**src/rtl/fence_sequencer.sv**
```systemverilog
// Sequences FENCE / FENCE.I / SFENCE.VMA system ops: front-end flush, LSU drain,
// optional per-entry TLB invalidate sweep, fetch redirect and completion pulse.
module fence_sequencer #(
    parameter int TLB_CLEAR_DEPTH = 64,
    parameter int ENABLE_S_MODE   = 1,
    parameter int ID_W            = 3,
    // Derived: width of the TLB invalidate index
    parameter int AW = (TLB_CLEAR_DEPTH > 1) ? $clog2(TLB_CLEAR_DEPTH) : 1
) (
    input  logic            clk,
    input  logic            rst,
    input  logic            req_valid,
    input  logic [1:0]      req_type,
    input  logic [31:0]     req_pc,
    input  logic [ID_W-1:0] req_id,
    output logic            req_ready,
    input  logic            ls_is_idle,
    input  logic            abort,
    output logic            fetch_flush,
    output logic            fetch_hold,
    output logic            issue_hold,
    output logic            pc_override,
    output logic [31:0]     redirect_pc,
    output logic            tlb_clear,
    output logic [AW-1:0]   tlb_clear_addr,
    output logic            done,
    output logic [ID_W-1:0] done_id
);

    localparam logic [1:0] TypeFence  = 2'd0;
    localparam logic [1:0] TypeFenceI = 2'd1;
    localparam logic [1:0] TypeSfence = 2'd2;

    localparam logic [2:0] StIdle     = 3'd0;
    localparam logic [2:0] StFlush    = 3'd1;
    localparam logic [2:0] StDrain    = 3'd2;
    localparam logic [2:0] StTlbClr   = 3'd3;
    localparam logic [2:0] StRedirect = 3'd4;
    localparam logic [2:0] StDone     = 3'd5;

    localparam logic [AW-1:0] LastAddr = AW'(TLB_CLEAR_DEPTH - 1);
    localparam logic          SModeOn  = (ENABLE_S_MODE != 0);

    logic [2:0]      state_q, state_d;
    logic [1:0]      type_q;
    logic [31:0]     pc_q;
    logic [ID_W-1:0] id_q;
    logic [AW-1:0]   cnt_q;
    logic [31:0]     redirect_pc_q;
    logic [ID_W-1:0] done_id_q;

    logic accept;
    logic front_end_op;  // captured op also invalidates fetched instructions

    assign accept       = (state_q == StIdle) && req_valid;
    assign front_end_op = (type_q == TypeFenceI) || (type_q == TypeSfence);

    // Next-state logic; abort only honoured while flushing or draining
    always_comb begin
        state_d = state_q;
        case (state_q)
            StIdle: begin
                if (req_valid) begin
                    if ((req_type == TypeFenceI) || (req_type == TypeSfence)) begin
                        state_d = StFlush;
                    end else begin
                        state_d = StDrain;
                    end
                end
            end
            StFlush: begin
                state_d = abort ? StIdle : StDrain;
            end
            StDrain: begin
                if (abort) begin
                    state_d = StIdle;
                end else if (ls_is_idle) begin
                    if ((type_q == TypeSfence) && SModeOn) begin
                        state_d = StTlbClr;
                    end else if (front_end_op) begin
                        state_d = StRedirect;
                    end else begin
                        state_d = StDone;
                    end
                end
            end
            StTlbClr: begin
                if (cnt_q == LastAddr) begin
                    state_d = StRedirect;
                end
            end
            StRedirect: state_d = StDone;
            StDone:     state_d = StIdle;
            default:    state_d = StIdle;
        endcase
    end

    // State, captured request fields, sweep counter and held output values
    always_ff @(posedge clk) begin
        if (rst) begin
            state_q       <= StIdle;
            type_q        <= TypeFence;
            pc_q          <= '0;
            id_q          <= '0;
            cnt_q         <= '0;
            redirect_pc_q <= '0;
            done_id_q     <= '0;
        end else begin
            state_q <= state_d;
            if (accept) begin
                type_q <= req_type;
                pc_q   <= req_pc;
                id_q   <= req_id;
            end
            if ((state_q != StTlbClr) && (state_d == StTlbClr)) begin
                cnt_q <= '0;
            end else if (state_q == StTlbClr) begin
                cnt_q <= cnt_q + 1'b1;
            end
            // Latch on entry so the value survives back into IDLE
            if ((state_q != StRedirect) && (state_d == StRedirect)) begin
                redirect_pc_q <= pc_q + 32'd4;
            end
            if ((state_q != StDone) && (state_d == StDone)) begin
                done_id_q <= id_q;
            end
        end
    end

    // Outputs decoded purely from registered state
    always_comb begin
        req_ready      = (state_q == StIdle);
        issue_hold     = (state_q != StIdle);
        fetch_flush    = (state_q == StFlush);
        fetch_hold     = ((state_q == StDrain) || (state_q == StTlbClr)) && front_end_op;
        pc_override    = (state_q == StRedirect);
        tlb_clear      = (state_q == StTlbClr);
        tlb_clear_addr = (state_q == StTlbClr) ? cnt_q : '0;
        done           = (state_q == StDone);
        redirect_pc    = redirect_pc_q;
        done_id        = done_id_q;
    end

endmodule
```
**config.mk**
```make
export PLATFORM = sky130hd
export DESIGN_NAME = fence_sequencer
export DESIGN_NICKNAME = d
export VERILOG_FILES = /design/src/rtl/fence_sequencer.sv
export SDC_FILE = /design/constraint.sdc
export NUM_CORES = 1
export LEC_CHECK = 0
export CORE_MARGIN = 2
export CORE_UTILIZATION = 51
export CTS_CLUSTER_SIZE = 28
export DETAILED_ROUTE_END_ITERATION = 12
export GPL_TIMING_DRIVEN = 0
export MAX_ROUTING_LAYER = met4
export PLACE_DENSITY = 0.93
export SLEW_MARGIN = 10
export SYNTH_ARGS = -nofsm -noshare
export SYNTH_HDL_FRONTEND = slang
export SYNTH_SLANG_ARGS = --single-unit
```
**constraint.sdc**
```tcl
create_clock -name clk -period 4.55 [get_ports clk]
set_clock_uncertainty 0.1 [all_clocks]
set_input_delay 0.91 -clock clk [delete_from_list [all_inputs] [get_ports clk]]
set_output_delay 0.91 -clock clk [all_outputs]
set_load 0.01 [all_outputs]
```
# After elaboration in Yosys (flattened, before gate mapping)
# Index checks and enable logic that the tools add are counted.
totals:
  ramBits: 0
  mem_bits_ro: 0
  register_bits: 81
  latch_bits: 0
  word_cells: 46
  n_memories: 0
op_classes:
  n_div: 0
  n_eq_ne: 16
  add_sub_neg: 2
  mux: 10
  bitwise: 0
  n_reduce_logical: 11
  magnitude_cmp: 0
  multipliers: 0
  n_shift: 0
ops:
  columns: ["op", "count"]
  rows:
  - ["32-bit by 3-bit adder with 32-bit output (second input constant)", 1]
  - ["3-bit two-way mux", 5]
  - ["3-bit case mux with 5 select lines", 1]
  - ["3-bit equality test (second input constant)", 4]
  - ["3-bit by 2-bit equality test with 1-bit output (second input constant)", 3]
  - ["6-bit by 1-bit adder with 6-bit output (second input constant)", 1]
  - ["6-bit equality test (second input constant)", 1]
  - ["6-bit two-way mux", 1]
  - ["3-bit inequality test (second input constant)", 2]
  - ["1-bit logical AND", 5]
  - ["2-bit by 1-bit equality test with 1-bit output (second input constant)", 2]
  - ["2-bit equality test (second input constant)", 2]
  - ["2-bit two-way mux", 2]
  - ["3-bit by 1-bit equality test with 1-bit output (second input constant)", 1]
  - ["3-bit zero test", 1]
  - ["1-bit logical OR", 3]
  - ["3-bit by 2-bit inequality test with 1-bit output (second input constant)", 1]
  - ["3-bit nonzero test", 1]
  - ["2-bit OR reduction", 1]
  - ["1-bit two-way mux", 1]

# Longest topological paths before layout
logic_depth:
  depth_word: 10
  mapped_depth: 9
  mapped_depth_nobuf: 7

# Worst setup path after synthesis
# No wires, ideal clock.
synth_timing:
  path_kind: "input to register"
  start: "input port req_type[1]"
  end: "register redirect_pc_q[0], in the netlist redirect_pc[0]"
  path_stages: 6
  n_path_buf: 1
  arrival_ns: 2.233
  required_time_ns: 4.322
  setup_slack_ns: 2.090
  setup_ns: 0.128
  cell_sequence: "xor2_1 -> a221oi_2 -> a21boi_1 -> buf_2 -> mux2i_1 -> nor2_1"
synth_via:
  elab_chain_cells: 7
  elab_cells_between_ends: 8
synth_rtl:
  columns: ["item", "line", "text"]
  rows:
  - ["start, declared", "13", "input logic [1:0] req_type,"]
  - ["2-bit by 1-bit equality test with 1-bit output / 2-bit equality test (equally long branches)", "64", "if ((req_type == TypeFenceI) || (req_type == TypeSfence)) begin"]
  - ["1-bit logical OR (*)", "64", null]
  - ["2-bit two-way mux (*)", "64", null]
  - ["3-bit two-way mux (*)", "63", "if (req_valid) begin"]
  - ["3-bit case mux with 5 select lines (*)", "61", "case (state_q)"]
  - ["3-bit equality test (*)", "121", "if ((state_q != StRedirect) && (state_d == StRedirect)) begin"]
  - ["1-bit logical AND (*)", "121", null]
  - ["end signal, assigned", "122", "redirect_pc_q <= pc_q + 32'd4;"]
  - ["end, declared", "49", "logic [31:0] redirect_pc_q;"]
# Every way passes the cells marked *; elsewhere a longest branch is shown, timed or not.
# A chain may end at the register's enable or synchronous reset.

# Final worst setup path
layout_timing:
  start: "register state_q[0]"
  end: "output port tlb_clear_addr[2]"
layout_via:
  elab_chain_cells: 2
layout_rtl:
  columns: ["item", "line", "text"]
  rows:
  - ["start, declared", "44", "logic [2:0] state_q, state_d;"]
  - ["start signal, assigned", "101", "state_q <= StIdle;"]
  - ["start signal, assigned", "109", "state_q <= state_d;"]
  - ["3-bit by 2-bit equality test with 1-bit output", "138", "tlb_clear_addr = (state_q == StTlbClr) ? cnt_q : '0;"]
  - ["6-bit two-way mux", "138", null]
  - ["end, declared", "25", "output logic [AW-1:0] tlb_clear_addr,"]
# No other way between the ends.

==> flow_summary.yaml <==
outcome:
  run_status: "finished clean"
route:
  ant_nets: 0
  vias: 3456
  wl_per_cell_um: 14.71
  drt_iter0_drc: 248
  drtPass1Iterations: 5
  drc_errors: 0
  viasPerCell: 5.383
  drt-total-wl_mm: 9.446
logic_synthesis:
  syn-cell-area_mm2: 0.003626
  synth_edf_count: 0
  synth_nets: 488
  ys_warn_count: 0
  avgSynthCellArea_um2: 8.204
  ys_seq_elements: 81
  synth.distinct_cells: 38
  async_reset_ff_share_pct: 0
  synthFlopType: "dfxtp_1"
  yosysSeqAreaShare_pct: 44.72
  synthCells: 442
setup_path:
  endpoint_kind: "output pin"
  startpoint: "state_q[0]$_SDFF_PP0_"
  critPathBufInv: 3
  criticalPathCategory: "reg2out"
  r2r_start: "state_q[2]$_SDFF_PP0_"
  crit_family: "buffers and inverters"
  crit_fanout: 10
  crit_chain: "clkbuf_1 -> and3b_1 -> clkbuf_1 -> and2_1 -> clkdlybuf4s50_1"
  crit_required_ns: 3.54
  reg2reg_depth: 7
  cp_slowest_stage_delay_ns: 0.54
  cp_common_cell: "clkbuf_1"
  r2r-end: "redirect_pc[25]$_SDFFE_PP0P_"
  crit_slowest_cell: "clkdlybuf4s50_1"
  crit_path_start_kind: "register"
  r2r_slack_ns: 1.79
  arrival_ns: 2.33
min_path:
  hold_path_class: "reg2reg"
  hold_depth: 2
  worstHoldEndpoint: "id_q[0]$_SDFFE_PP0P_"
  hp-start: "id_q[0]$_SDFFE_PP0P_"
clock_network:
  cts_max_path_buffers: 2
  clk_pin_slew_ns: 0.08
  ctsHoldBuffers: 0
  cts_root_buffer: "clkbuf_8"
  cts_setup_buffers: 0
  clkSinkCount: 81
  cts_tree: "built"
  post_cts_resized: 0
  clk_latency_ns: 0.36
  htree_levels: 3
  numCtsBuffers: 9
sta:
  worst_slew_pin_slew_ns: 0.6145
  slew_headroom_pct: 58.94
  grt_setup_unrepaired: "no"
  fin_crit_ns: 3.338
  setup_viol: 0
  final.setup.tns_ns: 0
  worst_slack_ns: 1.212
  finalHoldViolCount: 0
  fin_crit_sh_pct: 73.35
  fmax_mhz: 299.6
  drv_slew: 0
floorplan:
  fp-row-count: 30
  core-area_mm2: 0.006832
  start_util_pct: 53.08
  die_h_um: 88.32
  dieArea_mm2: 0.007800
  io_pins: 90
  die_w_um: 88.32
power_and_ir_drop:
  vdd_ir_drop_max_mv: 0.1768
  design_power_total_mw: 1.711
  p_leak_nw: 1.628
  powerDensity_mw_per_mm2: 353.1
finish:
  final_cell_mix: "89 x clkdlybuf4s50_1, 87 x nand2_1, 81 x dfxtp_1"
  area_delta_synth_final_pct: 33.64
  layout.nets: 588
  drive_above_1_share_pct: 5.128
  design_area_mm2: 0.004846
  antenna_cells: 0
  final_common_cell: "clkdlybuf4s50_1"
  final_core_utilization_pct: 70.93
place:
  pre_cts_ws_ns: 1.115
  io_buffers: 89
  gp_congestion: 0.8957
  placed_area_mm2: 0.004637
  dp_hpwl_mm: 6.867
grt:
  overflow: 0
  grt_pass1_wl_mm: 14.88
  track_usage_pct: 25.67
  grt_max_degree: 14
  grt_pass1_vias: 3273
  antenna_found_initial: 0
flow_run:
  drv_cap: 0
-- Yosys cell counts (3+ instances only) --
master / number / area, µm²
nand2_1: 87 / 326.6
dfxtp_1: 81 / 1622
nor2_1: 55 / 206.5
a21oi_1: 40 / 200.2
a211oi_1: 25 / 187.7
clkbuf_1: 24 / 90.09
xnor2_1: 22 / 192.7
nand3_1: 14 / 70.07
xor2_1: 12 / 105.1
inv_1: 11 / 41.29
mux2i_1: 8 / 80.08
nand4_1: 8 / 50.05
and2_1: 6 / 37.54
nor3_1: 6 / 30.03
buf_2: 4 / 20.02
ha_1: 4 / 50.05
a211oi_2: 3 / 37.54
and3_1: 3 / 18.77
and4_1: 3 / 26.28
nand2b_1: 3 / 18.77
-- worst max path at each step --
stage                                              to  cells after the start  slack [ns]
after floorplan           redirect_pc[0]$_SDFFE_PP0P_                      6        2.09
after global routing                tlb_clear_addr[2]                      5        1.06
final                               tlb_clear_addr[2]                      5        1.21
after detailed placement  redirect_pc[0]$_SDFFE_PP0P_                      7        1.11
after CTS                           tlb_clear_addr[2]                      5        1.20
after global placement    redirect_pc[3]$_SDFFE_PP0P_                      7        1.23
-- stage by stage --
step,instances,hold slack (ns)
after floorplan,442,0.3360
after global placement,627,0.3425
after detailed placement,627,0.3533
after CTS,642,0.3645
after global routing,642,0.3874
final,642,0.3673
-- per-layer routing --
metal	GRT usage [%]	share of wire, %	up-vias
met3	4.664	5.5	17
met4	10.19	1.8	0
met5	-	0	-
met1	29.25	42	1618
li1	-	-	1691
met2	44.57	51	130
-- cell families (layout without fill, tap and decap cells) --
family	count (synthesis)	after routing	synth area share, %
xor gates and xnor gates	34	34	8.212
muxes	8	8	2.209
AOI/OAI and AO/OA	75	75	13.32
buffers and inverters	40	144	4.486
DFF	81	81	44.72
adders and majority gates	4	4	1.380
and+or+nand+nor	200	200	25.67
-- worst reg2reg max path: stages (launching register included) --
cell and delay [ns]:
dfxtp_1 0.31, clkbuf_1 0.36, nor4b_1 0.14, a221oi_2 0.43
a21boi_1 0.58, buf_2 0.38, nor2_1 0.10, a211oi_1 0.25
-- report_power, final --
part	internal [mW]	leakage, nW	total, mW	switching (mW)
sequential	0.765	0.660	0.820	0.0551
combinational	0.155	0.866	0.328	0.173
clock	0.306	0.102	0.563	0.257
total	1.23	1.63	1.71	0.485
-- flip-flops by register name, indices dropped and copies added, names as in the netlist --
signal	cells
type_q	2
id_q	3
state_q	3
cnt_q	6
done_id	3
pc_q	32
redirect_pc	32
-- area by class of cell --
class,count,area [µm²]
fillers,530,1986
multi-input cells,321,1842
plain buffers,29,121.4
well taps,96,120.1
clock inverters,5,81.33
flip-flops and latches,81,1622
clock buffers,10,127.6
repair buffers,89,890.9
inverters,11,41.29
Note: power is estimated with default switching activity, not from simulation.
